`src/rtl/spc_cfg_receiver_if.sv`:
```
// Serial configuration bus between a loader and spc_cfg_receiver.
// Carries the serial data in and the loaded word and status out.
interface spc_cfg_receiver_if #(
  parameter int WIDTH = 11
);
  localparam int CW = $clog2(WIDTH + 1);

  logic             Cfg_in;
  logic [WIDTH-1:0] Cfg_word;
  logic             Cfg_done;
  logic             Cfg_err;
  logic [CW-1:0]    Bit_cnt;

  modport master (
    output Cfg_in,
    input  Cfg_word,
    input  Cfg_done,
    input  Cfg_err,
    input  Bit_cnt
  );

  modport slave (
    input  Cfg_in,
    output Cfg_word,
    output Cfg_done,
    output Cfg_err,
    output Bit_cnt
  );
endinterface

```
`src/rtl/spc_cfg_receiver.sv`:
```
// Serial LSB-first configuration word receiver.
// Loads one word after reset; extra edges only raise a sticky overrun flag.
module spc_cfg_receiver #(
  parameter int               WIDTH       = 11,
  parameter logic [WIDTH-1:0] CFG_DEFAULT = '0
) (
  input logic              Clk,
  input logic              Resetn,
  spc_cfg_receiver_if.slave cfg
);
  localparam int CW = $clog2(WIDTH + 1);

  typedef enum logic [1:0] {
    RX     = 2'd0,
    LOADED = 2'd1,
    OVF    = 2'd2
  } state_e;

  state_e           state_q, state_d;
  // The final bit comes straight from Cfg_in, so WIDTH-1 stored bits suffice
  logic [WIDTH-2:0] sreg_q, sreg_d;
  logic [CW-1:0]    cnt_q, cnt_d;
  logic [WIDTH-1:0] word_q, word_d;
  logic             done_q, done_d;
  logic             err_q, err_d;

  always_ff @(posedge Clk or negedge Resetn) begin
    if (!Resetn) begin
      state_q <= RX;
      sreg_q  <= '0;
      cnt_q   <= '0;
      word_q  <= CFG_DEFAULT;
      done_q  <= 1'b0;
      err_q   <= 1'b0;
    end else begin
      state_q <= state_d;
      sreg_q  <= sreg_d;
      cnt_q   <= cnt_d;
      word_q  <= word_d;
      done_q  <= done_d;
      err_q   <= err_d;
    end
  end

  always_comb begin
    state_d = state_q;
    sreg_d  = sreg_q;
    cnt_d   = cnt_q;
    word_d  = word_q;
    done_d  = done_q;
    err_d   = err_q;
    unique case (state_q)
      RX: begin
        sreg_d = {cfg.Cfg_in, sreg_q[WIDTH-2:1]};
        cnt_d  = cnt_q + CW'(1);
        if (cnt_q == CW'(WIDTH - 1)) begin
          word_d  = {cfg.Cfg_in, sreg_q};
          done_d  = 1'b1;
          state_d = LOADED;
        end
      end
      LOADED: begin
        err_d   = 1'b1;
        state_d = OVF;
      end
      OVF: begin
        state_d = OVF;
      end
      default: begin
        state_d = RX;
      end
    endcase
  end

  assign cfg.Cfg_word = word_q;
  assign cfg.Cfg_done = done_q;
  assign cfg.Cfg_err  = err_q;
  assign cfg.Bit_cnt  = cnt_q;
endmodule
```
`src/flat_wrapper.sv`:
```
// flat-port wrapper written by rule: the top's interface ports become plain ports
module spc_cfg_receiver_flat 
#(
  parameter int               WIDTH       = 11,
  parameter logic [WIDTH-1:0] CFG_DEFAULT = '0
)
  (Clk, Resetn, cfg_Cfg_in, cfg_Cfg_word, cfg_Cfg_done, cfg_Cfg_err, cfg_Bit_cnt);
  spc_cfg_receiver_if #(.WIDTH(WIDTH)) cfg_i ();
  input logic Clk;
  input logic Resetn;
  input wire logic [$bits(cfg_i.Cfg_in)-1:0] cfg_Cfg_in;
  output wire logic [$bits(cfg_i.Cfg_word)-1:0] cfg_Cfg_word;
  output wire logic [$bits(cfg_i.Cfg_done)-1:0] cfg_Cfg_done;
  output wire logic [$bits(cfg_i.Cfg_err)-1:0] cfg_Cfg_err;
  output wire logic [$bits(cfg_i.Bit_cnt)-1:0] cfg_Bit_cnt;
  assign cfg_i.Cfg_in = cfg_Cfg_in;
  assign cfg_Cfg_word = cfg_i.Cfg_word;
  assign cfg_Cfg_done = cfg_i.Cfg_done;
  assign cfg_Cfg_err = cfg_i.Cfg_err;
  assign cfg_Bit_cnt = cfg_i.Bit_cnt;
  spc_cfg_receiver #(.WIDTH(WIDTH), .CFG_DEFAULT(CFG_DEFAULT)) u_core (.Clk(Clk), .Resetn(Resetn), .cfg(cfg_i));
endmodule
```
`config.mk`:
```
export PLATFORM = sky130hd
export DESIGN_NAME = spc_cfg_receiver_flat
export DESIGN_NICKNAME = d
export VERILOG_FILES = /design/src/rtl/spc_cfg_receiver_if.sv /design/src/rtl/spc_cfg_receiver.sv /design/src/flat_wrapper.sv
export SDC_FILE = /design/constraint.sdc
export NUM_CORES = 1
export LEC_CHECK = 0
export BUFFER_PORTS_ARGS = -buffer_cell sky130_fd_sc_hd__buf_2
export CORE_ASPECT_RATIO = 2
export CORE_MARGIN = 2
export CORE_UTILIZATION = 45
export DETAILED_ROUTE_END_ITERATION = 8
export PLACE_DENSITY = 0.75
export SYNTH_ARGS = -nofsm -noshare
export SYNTH_HDL_FRONTEND = slang
export SYNTH_SLANG_ARGS = --single-unit
```
`constraint.sdc`:
```
create_clock -name Clk -period 2.6 [get_ports Clk]
set_clock_uncertainty 0.05 [all_clocks]
set_input_delay 0.39 -clock Clk [delete_from_list [all_inputs] [get_ports Clk]]
set_output_delay 0.39 -clock Clk [all_outputs]
set_load 0.02 [all_outputs]
```
==> summary by stage <==
STA
The number of setup violations in the final report is 0. For this run, the top clock speed supported by timing is 642 MHz. The slew at the pin closest to its max-slew limit is 631 ps.

Measured against its own limit, the worst slew margin works out to between 50 and 60%. The final hold violation count was 0. The worst hold slack is 79.8 ps. Setup repair after global routing left no endpoint under its margin.

The final-layout setup total negative slack is 0 ps. The minimum clock period is between 1500 and 2000 ps. The final number of max-transition violations was 0.

Dividing the final minimum period by the clock period gives approximately 60%.

Logic synthesis
Summing the areas of all fa, ha and maj instances in the mapped netlist gives under 10% of the synthesized area. The share of the yosys chip area belonging to registers is 59.8%. The synthesized area divided by synthesized cell count is 16.0 µm². After synthesis, the largest family of logic cells by area is multiplexers.

The proportion of netlist area held by the largest area contributor is 59.8%. Yosys mapped the design onto 19 distinct sky130hd cell types. The area share of and/or/nand/nor cells after synthesis is 6.08%. The area fraction in compound gates after synthesis is 1.24%.

Of all cell types, the one taking the most synthesized area is dfrtp_1. Yosys printed 0 warnings. The post-synthesis instance total is 76. The synthesized net count is 83. After synthesis the cells add up to 0.00121 mm². Sorting the synthesized cells by area gives the leading types as dfrtp_1, mux2_4, mux2_2, ha_1, nand4b_4. The synthesized netlist devotes 2.16% of its cell area to XOR and XNOR gates.

The synthesized design contains 29 register bits. Multiplexer cells account for 23.1% of the synthesized area.

Finish
Fill cells in the final layout number 220. In the final layout, the share of cells above drive strength 1 is 50.5%. The area overhead of the layout relative to synthesis is 20.1%. The finished layout holds 129 standard cells, fillers aside. The number of antenna diodes is 0. At the end of the flow the core is filled with cells to 56.7%. The number of nets in the layout is 107.

Critical path
Data arrives at the worst endpoint at 1660 ps. The worst flop-to-flop path startpoint is u_core.cfg.Bit_cnt[0]. Across all register-to-register paths, the minimum setup slack is 1040 ps. STA classifies the critical path startpoint as a register. The worst register-to-register path ends at u_core.cfg.Cfg_word[3].

The number of cells on the worst reg-to-reg path is 4. The largest fanout of any net on the critical path is 12. The critical path class is reg -> reg. The required time of the critical path is approximately 2700 ps. The kind of end point of the critical path is a register. The most critical setup path has its startpoint at u_core.cfg.Bit_cnt[0]. The critical path ends at u_core.cfg.Cfg_word[3].

Clocking
The maximum buffer depth of the clock tree is 2. At the later pin of the worst-skew pair, clock insertion delay measures 280 ps. The tree is rooted in a clkbuf_8.

The clock-pin transition on the worst setup and hold timing paths is around 70 ps. The CTS tree is built. In this run, post-CTS repair resized a total of 0 instances. The H-tree depth reported by CTS is 2.

The number of buffers created by CTS is 5. The tree built by TritonCTS fans out to 29 sinks. The post-CTS setup repair buffer count is 0. The hold buffer count at CTS is 0.

Die
The horizontal die dimension is 40.7 µm. The area of the die is 0.00315 mm². The initial core utilization is 47.2%. The floorplan die height is 77.4 µm.

The total area inside the core boundary comes to 0.00257 mm². The number of I/O pins is 20. After floorplanning, the core was divided into 26 placement rows.

Power
The share of total power consumed by net switching is around a fifth. The leakage power summed over all cells is 0.688 nW. The portion of total power attributed to sequential cells is 44.6%.

The power density over the cells is 736 mW/mm². The peak ir drop on the vdd network is 517 µV. The portion of total power attributed to the clock network is 50.7%.

Summed over all nets, the switching power comes to 0.202 mW. The internal power contribution is 0.871 mW. In this run, the combinational gates consume 4.7% of the power.

Detailed routing
The wire length per cell after detailed routing is 15.0 µm. The first routing iteration left 10 violations. In the routed layout, each cell is associated on average with a via count of 5.06. The first detailed-routing pass ran for 3 iterations. The DRC violation count after routing is 0. After detailed routing, the total wire length is 1.94 mm. The routed layout has 653 vias.

The count of nets left with antenna violations once routing finished came out at 0.

Global route
The first global-routing pass estimated 3.15 mm of wire. The number of global-route vias before repair is 659. Entering global routing, the biggest net connects 30 pins. Across every metal layer, demand over resource in global routing totals 15.4%. The sum of overflow across all layers after global routing is 0. The number of antenna violations at the first check in global routing came to 0.

Place
In this run, placement finished with an instance count of 121. Once detailed placement completed, the half-perimeter wirelength came to approximately 1.3 mm. The number of port buffers is 19. The routability-driven placement congestion ratio is 0.663.

Min path
The class of the tightest hold or removal check is in -> async.

Status
The flow ran to the end, and the final reports show no timing, DRC or antenna violations.

Flow run
The max-cap violation count is 0.
[flip-flops by register name, indices dropped and copies added, names as in the netlist]
| register | count |
|---|---|
| u_core.cfg.Cfg_word | 11 |
| u_core.cfg.Bit_cnt | 4 |
| u_core.cfg.Cfg_done | 1 |
| u_core.sreg_q | 10 |
| u_core.cfg.Cfg_err | 1 |
| u_core.state_q | 2 |
[cell usage in the layout, fill, tap and decap left out]
cell	count
dfrtp_1	29
buf_2	19
mux2_2	12
mux2_4	9
clkbuf_8	5
inv_1	4
ha_1	4
nand2b_1	2
xnor2_1	2
nand2_1	2
bufinv_16	2
and3b_1	1
o21a_1	1
nand4b_4	1
or2_2	1
nand4_1	1
nand4b_1	1
o211ai_1	1
mux2i_1	1
xor2_1	1
clkinv_2	1
buf_4	1
[final cells by class]
cell class	instances	area (µm²)	area share, %
clock buffer	5	68.8	4.72
clock inverter	3	65.1	4.46
inverter	4	15.0	1.03
multi-input combinational	40	445	30.6
sequential	29	726	49.8
tap	28	35.0	2.40
timing repair buffer	20	103	7.04
[cells by family after synthesis]
family / Yosys count
and+or+nand+nor: 9
adders and majority gates: 4
DFF: 29
muxes: 22
xor gates and xnor gates: 3
AOI/OAI and AO/OA: 2
buffers and inverters: 7
[metrics by stage]
stage	instance area [µm²]	power (mW)	setup WS [ps]
floorplan	1210	0.514	1050
global placement	1320	0.535	1080
detailed placement	1320	0.538	1040
CTS	1460	1.09	1020
global route	1460	1.12	942
finish	1460	1.07	1040
[worst max-delay path, cell delays in order (launching register included)]
cell	delay, ps
dfrtp_1	420
inv_1	80
ha_1	210
nand4b_4	290
mux2_4	390
[power by group through the flow]
stage / sequential [mW] / combinational [mW] / clock, mW
6_report: 0.479 / 0.0500 / 0.544
3_3_place_gp: 0.486 / 0.0493 / 0
2_1_floorplan: 0.495 / 0.0184 / 0
5_1_grt: 0.480 / 0.0542 / 0.588
3_5_place_dp: 0.487 / 0.0510 / 0
4_1_cts: 0.479 / 0.0515 / 0.558
[cell usage after synthesis (all sizes together)]
| master | n |
|---|---|
| dfrtp | 29 |
| mux2 | 21 |
| ha | 4 |
| inv | 4 |
| buf | 3 |
| nand2 | 2 |
| nand2b | 2 |
| nand4b | 2 |
| xnor2 | 2 |
| and3b | 1 |
| mux2i | 1 |
| nand4 | 1 |
| o211ai | 1 |
| o21a | 1 |
| or2 | 1 |
| xor2 | 1 |
[layer usage]
layer / vias to the layer above / track usage, % / wire length, µm
met4: 0 / 13.0 / 74
li1: 308 / - / -
met3: 7 / 5.14 / 81
met5: - / 0 / 0
met1: 324 / 16.4 / 751
met2: 14 / 22.5 / 1030
[worst min path at each step]
| stage | start | endpoint | slack, ps |
|---|---|---|---|
| after global routing | Resetn | u_core.sreg_q[8] | 110 |
| after floorplan | Resetn | u_core.cfg.Bit_cnt[0] | 40 |
| final | Resetn | u_core.sreg_q[8] | 80 |
| after CTS | Resetn | u_core.cfg.Bit_cnt[0] | 90 |
| after detailed placement | Resetn | u_core.cfg.Bit_cnt[3] | 390 |
| after global placement | Resetn | u_core.cfg.Cfg_err | 380 |
No activity file was read; power rests on OpenSTA's default activity.
